### src/rtl/alu_pkg.sv
// alu_pkg: opcodes and FSM state encodings shared by the ALU slice
package alu_pkg;
  localparam logic [2:0] OP_ADD = 3'b000;
  localparam logic [2:0] OP_SUB = 3'b001;
  localparam logic [2:0] OP_AND = 3'b010;
  localparam logic [2:0] OP_OR  = 3'b011;
  localparam logic [2:0] OP_XOR = 3'b100;
  localparam logic [2:0] OP_ROL = 3'b101;
  localparam logic [2:0] OP_ROR = 3'b110;
  localparam logic [2:0] OP_MUL = 3'b111;
  typedef enum logic [1:0] {S_IDLE, S_EXEC, S_DONE} state_t;
endpackage

### src/rtl/alu_if.sv
// alu_if: start/busy/done request bus and flag-register outputs of the ALU
interface alu_if #(parameter int MAX_WIDTH = 8);
  logic                 start;
  logic [2:0]           op;
  logic [MAX_WIDTH-1:0] a;
  logic [MAX_WIDTH-1:0] b;
  logic                 cin;
  logic                 busy;
  logic                 done;
  logic [MAX_WIDTH-1:0] result;
  logic                 carry;
  logic                 enaf;
  modport master (output start, op, a, b, cin, input busy, done, result, carry, enaf);
  modport slave  (input start, op, a, b, cin, output busy, done, result, carry, enaf);
endinterface

### src/rtl/alu_mul_iter.sv
// alu_mul_iter: unsigned shift-add multiplier, one partial product per step
module alu_mul_iter #(parameter int MAX_WIDTH = 8) (
  input  logic                   clk,
  input  logic                   rst,
  input  logic                   load,
  input  logic                   step,
  input  logic [MAX_WIDTH-1:0]   a,
  input  logic [MAX_WIDTH-1:0]   b,
  output logic [2*MAX_WIDTH-1:0] prod,
  output logic                   last
);
  localparam int CW = $clog2(MAX_WIDTH + 1);
  logic [MAX_WIDTH-1:0] mcand;
  logic [CW-1:0]        cnt;
  logic [MAX_WIDTH:0]   sum;
  // multiplier bits sit in the low half and shift out as the product shifts in
  assign sum  = {1'b0, prod[2*MAX_WIDTH-1:MAX_WIDTH]} + (prod[0] ? {1'b0, mcand} : '0);
  assign last = step && cnt == CW'(MAX_WIDTH - 1);
  always_ff @(posedge clk)
    if (!rst) begin
      prod  <= '0;
      mcand <= '0;
      cnt   <= '0;
    end else if (load) begin
      prod  <= {{MAX_WIDTH{1'b0}}, b};
      mcand <= a;
      cnt   <= '0;
    end else if (step) begin
      prod <= {sum, prod[MAX_WIDTH-1:1]};
      cnt  <= cnt + 1'b1;
    end
endmodule

### src/rtl/alu_core.sv
// alu_core: handshake ALU feeding the flag register; ALU_MUL_EN builds the iterative MUL
module alu_core
  import alu_pkg::*;
#(parameter int MAX_WIDTH = 8) (
  input logic  clk,
  input logic  rst,
  alu_if.slave bus
);
  state_t               state;
  logic [2:0]           op_q;
  logic [MAX_WIDTH-1:0] a_q, b_q, result;
  logic                 cin_q, busy, done, carry;
  logic [MAX_WIDTH:0]   alu, mul_res;
`ifdef ALU_MUL_EN
  logic [2*MAX_WIDTH-1:0] prod;
  logic                   last;
  alu_mul_iter #(.MAX_WIDTH(MAX_WIDTH)) u_mul (
    .clk  (clk),
    .rst  (rst),
    .load (state == S_IDLE && bus.start && bus.op == OP_MUL),
    .step (state == S_EXEC),
    .a    (bus.a),
    .b    (bus.b),
    .prod (prod),
    .last (last)
  );
  assign mul_res = {|prod[2*MAX_WIDTH-1:MAX_WIDTH], prod[MAX_WIDTH-1:0]};
`else
  assign mul_res = '0;
`endif
  // bit MAX_WIDTH of alu is the carry/borrow that goes to the flag register
  assign alu = op_q == OP_ADD ? {1'b0, a_q} + {1'b0, b_q}
             : op_q == OP_SUB ? {a_q < b_q, a_q - b_q}
             : op_q == OP_AND ? {1'b0, a_q & b_q}
             : op_q == OP_OR  ? {1'b0, a_q | b_q}
             : op_q == OP_XOR ? {1'b0, a_q ^ b_q}
             : op_q == OP_ROL ? {a_q, cin_q}
             : op_q == OP_ROR ? {a_q[0], cin_q, a_q[MAX_WIDTH-1:1]}
             : mul_res;
  always_ff @(posedge clk)
    if (!rst) begin
      state  <= S_IDLE;
      busy   <= 1'b0;
      done   <= 1'b0;
      result <= '0;
      carry  <= 1'b0;
      op_q   <= '0;
      a_q    <= '0;
      b_q    <= '0;
      cin_q  <= 1'b0;
    end else begin
      done <= 1'b0;
      case (state)
        S_IDLE: if (bus.start) begin
          op_q  <= bus.op;
          a_q   <= bus.a;
          b_q   <= bus.b;
          cin_q <= bus.cin;
          busy  <= 1'b1;
`ifdef ALU_MUL_EN
          state <= bus.op == OP_MUL ? S_EXEC : S_DONE;
`else
          state <= S_DONE;
`endif
        end
`ifdef ALU_MUL_EN
        S_EXEC: if (last) state <= S_DONE;
`endif
        S_DONE: begin
          result <= alu[MAX_WIDTH-1:0];
          carry  <= alu[MAX_WIDTH];
          done   <= 1'b1;
          busy   <= 1'b0;
          state  <= S_IDLE;
        end
        default: state <= S_IDLE;
      endcase
    end
  assign bus.busy   = busy;
  assign bus.done   = done;
  assign bus.enaf   = done;
  assign bus.result = result;
  assign bus.carry  = carry;
endmodule
### src/flat_wrapper.sv
// flat-port wrapper written by rule: the top's interface ports become plain ports
module alu_core_flat import alu_pkg::*;
#(parameter int MAX_WIDTH = 8)
  (clk, rst, bus_start, bus_op, bus_a, bus_b, bus_cin, bus_busy, bus_done, bus_result, bus_carry, bus_enaf);
  alu_if #(.MAX_WIDTH(MAX_WIDTH)) bus_i ();
  input logic clk;
  input logic rst;
  input wire logic [$bits(bus_i.start)-1:0] bus_start;
  input wire logic [$bits(bus_i.op)-1:0] bus_op;
  input wire logic [$bits(bus_i.a)-1:0] bus_a;
  input wire logic [$bits(bus_i.b)-1:0] bus_b;
  input wire logic [$bits(bus_i.cin)-1:0] bus_cin;
  output wire logic [$bits(bus_i.busy)-1:0] bus_busy;
  output wire logic [$bits(bus_i.done)-1:0] bus_done;
  output wire logic [$bits(bus_i.result)-1:0] bus_result;
  output wire logic [$bits(bus_i.carry)-1:0] bus_carry;
  output wire logic [$bits(bus_i.enaf)-1:0] bus_enaf;
  assign bus_i.start = bus_start;
  assign bus_i.op = bus_op;
  assign bus_i.a = bus_a;
  assign bus_i.b = bus_b;
  assign bus_i.cin = bus_cin;
  assign bus_busy = bus_i.busy;
  assign bus_done = bus_i.done;
  assign bus_result = bus_i.result;
  assign bus_carry = bus_i.carry;
  assign bus_enaf = bus_i.enaf;
  alu_core #(.MAX_WIDTH(MAX_WIDTH)) u_core (.clk(clk), .rst(rst), .bus(bus_i));
endmodule
### config.mk
export PLATFORM = sky130hd
export DESIGN_NAME = alu_core_flat
export DESIGN_NICKNAME = d
export VERILOG_FILES = /design/src/rtl/alu_pkg.sv /design/src/rtl/alu_if.sv /design/src/rtl/alu_mul_iter.sv /design/src/rtl/alu_core.sv /design/src/flat_wrapper.sv
export SDC_FILE = /design/constraint.sdc
export NUM_CORES = 1
export LEC_CHECK = 0
export ABC_AREA = 1
export BUFFER_PORTS_ARGS = -buffer_cell sky130_fd_sc_hd__buf_4
export CORE_AREA = 2 2 102 104
export CTS_CLUSTER_SIZE = 10
export DETAILED_ROUTE_END_ITERATION = 12
export DIE_AREA = 0 0 104 106
export GPL_ROUTABILITY_DRIVEN = 0
export HOLD_SLACK_MARGIN = 0.03
export PLACE_DENSITY_LB_ADDON = 0.3
export SETUP_SLACK_MARGIN = 0.3
export SYNTH_ARGS = -nofsm -noshare
export SYNTH_HDL_FRONTEND = slang
export SYNTH_HIERARCHICAL = 1
export SYNTH_SLANG_ARGS = --single-unit
### constraint.sdc
create_clock -name clk -period 2 [get_ports clk]
set_clock_uncertainty 0.2 [all_clocks]
set_input_delay 0.4 -clock clk [delete_from_list [all_inputs] [get_ports clk]]
set_output_delay 0.4 -clock clk [all_outputs]
set_load 0.05 [all_outputs]
==> flow_summary_export.csv <==
group,metric,value,unit
pwr,peakVddDrop,343,uV
route,drc,0,
placed_design,dpl.hpwl,5590,um
min_path,hold_class,"input pin to flop",
cells_and_area,syn2layout_area_growth,39.6,%
floorplan,die_area,0.0110,mm2
synthesis,ys_async_sr_fraction,0,%
global_route,antenna_found_initial,0,
placed_design,pre_cts_slack,-0.0211,ns
clock_tree,cts.path.max_buffers,2,
pwr,p_per_area,613,mW/mm2
run_status,status,"finished, final reports clean",
route,detail-route-antenna-nets,0,
floorplan,core,0.0100,mm2
route,post_drt_wl_per_cell,13.1,um
synthesis,synth_warnings,6,
sta,fin_ws,0.175,ns
sta,fin_crit_sh,91.2,%
synthesis,syn_avg_cell_area,6.53,um2
route,first_pass_iters,5,
critical_path,crit_type,"flop to flop",
synthesis,synth_ff_type,"dfxtp_1",
cells_and_area,num-fill-cells,1097,
sta,min_period,1.82,ns
critical_path,reg2regPathDepth,12,
critical_path,crit_fanout,3,
global_route,globalRouteTotalUtil,14.0,%
route,drt_iter0_drc,149,
global_route,grt_pass1_wl,12600,um
floorplan,io_pins,35,
global_route,grt_max_degree,32,
floorplan,row_count,37,
critical_path,cp_data_required_time,2.04,ns
critical_path,startpoint_type,"flop",
sta,max_slew.worst_pin.slew,0.399,ns
synthesis,ys_seq_area_share,26.4,%
critical_path,setup.worst_path.end_class,"flop",
synthesis,synth_seq_cells,32,
floorplan,die_h,106,um
synthesis,synthesis.nets,421,
sta,slew_headroom,73.2,%
min_path,worst_hold_path.num_cells,3,
clock_tree,clkSinkCount,32,
floorplan,initial_core_util,24.3,%
cells_and_area,layoutNonFillerInstCount,569,
clock_tree,cts_hold_buf,0,
placed_design,portBuffers,34,
clock_tree,path_clk_slew,0.07,ns
cells_and_area,diodes,0,
route,vias_per_cell,4.59,
global_route,grt_pass1_vias,2638,
critical_path,timing.critical_path.arrival,1.87,ns
sta,rsz0062_at_grt,"true",
synthesis,synth_area,0.00243,mm2
global_route,grt_overflow,0,
run,drv_cap,0,
sta,hold_viol,0,
cells_and_area,layout-drive-gt1-share,36.0,%
clock_tree,numCtsBuffers,5,
floorplan,dieWidth,104,um
route,wl,7450,um
sta,max_clock_freq,548,MHz
sta,hold_ws,0.144,ns
clock_tree,cts_htree_levels,2,
route,vias,2609,
clock_tree,clockRootBuffer,"clkbuf_8",
clock_tree,clk_latency,0.29,ns
placed_design,place_inst,545,
synthesis,synthCells,372,
sta,report.final.slew_viol_count,0,
sta,setup_violations,0,
clock_tree,cts_tree,"yes",
synthesis,ys_types,28,
synthesis,synth_edf_count,0,
cells_and_area,fin_nets,481,
pwr,power_leakage,1.58,nW
[cell type report]
class                           instances  area (um2)  area share [%]
Inverter                               58         230            6.78
Clock inverter                          2        10.0           0.295
Sequential cell                        32         672            19.8
Clock buffer                            6        82.6            2.43
Multi-Input combinational cell        268        1710            50.3
Tap cell                              136         170            5.01
Timing Repair Buffer                   67         523            15.4
[cell usage after synthesis (3+ instances only)]
master     n  area [um2]
a21oi_1   30         150
o211ai_1   4        30.0
o21ai_0   31         155
nor3_1     5        25.0
nand4_1   16         100
ha_1      24         300
buf_2      4        20.0
nor2_1    29         109
xor2_1     3        26.3
nand2_1   85         319
inv_1     52         195
dfxtp_1   32         641
inv_2      5        18.8
nand3_1   28         140
clkbuf_1   6        22.5
[where the power goes]
part	total (mW)	internal (mW)	switching (mW)	leakage, nW
combinational	0.817	0.336	0.482	1.26
clock	0.534	0.275	0.259	0.0510
sequential	0.727	0.686	0.0407	0.270
total	2.08	1.30	0.782	1.58
[worst max-delay path, stage by stage (launching register included)]
cell and delay, ns:
dfxtp_4 0.37, ha_4 0.13, inv_2 0.03, fa_2 0.36
inv_2 0.08, nand4_1 0.15, nand3_1 0.11, nand2_1 0.06
nand3_1 0.08, nand2_1 0.05, inv_1 0.05, nand2_1 0.04
nand2_1 0.04
[logic make-up after synthesis]
logic type	share of synthesized area, %
AND/OR/NAND/NOR	31.7
buffers and inverters	12.3
AO/OA/AOI/OAI	14.6
flip-flops	26.4
adder cells (fa/ha/maj)	14.0
XOR/XNOR	1.08
[through the flow]
stage                     utilization (%)  total power, mW  setup TNS, ns  area (um2)
after global routing                 33.9             2.22              0        3390
after detailed placement             29.9             1.42        -0.0211        2990
after floorplan                         -             1.23              0        2530
final                                33.9             2.08              0        3390
after CTS                            32.8             2.05              0        3280
after global placement               29.9             1.42              0        2990
[registers in the layout, indices dropped and copies added (netlist names)]
register,flops
u_core/b_q,8
u_core/bus.busy,1
u_core/cin_q,1
u_core/op_q,3
u_core/a_q,8
u_core/bus.carry,1
u_core/state,1
u_core/bus.result,8
u_core/bus.done,1
[worst paths after layout]
| path | startpoint | end | slack (ns) |
|---|---|---|---|
| min reg2reg | u_core/bus.result[5] | u_core/bus.result[5] | 0.25 |
| max | u_core/a_q[0] | u_core/bus.result[6] | 0.18 |
| min | bus_start | u_core/state[1] | 0.14 |
| max reg2reg | u_core/a_q[0] | u_core/bus.result[6] | 0.18 |
[timing repair]
action                                  4_1_cts  5_1_grt
resized for setup                            34       28
endpoints found under the setup margin        8        8
setup buffers                                10        6
gates cloned                                  0        0
pin swaps                                    21       25
[placed cells by master (no fill, tap or decap), types with 7 or more instances in the layout]
cell type and count:
a21oi_1 26, buf_4 64, dfxtp_1 19, dfxtp_2 7
ha_1 16, ha_4 8, inv_1 32, inv_2 21
nand2_1 74, nand2_2 12, nand3_1 23, nand4_1 16
nor2_1 23, o21ai_0 25
[metal layers]
layer / GRT usage, % / part of all wire (%) / up-vias
met1: 16.9 / 45 / 1193
met3: 2.82 / 4.9 / 15
met4: 5.60 / 2.2 / 0
met5: 0 / 0 / -
li1: - / - / 1329
met2: 24.4 / 48 / 72
(Power assumes the default switching activity.)
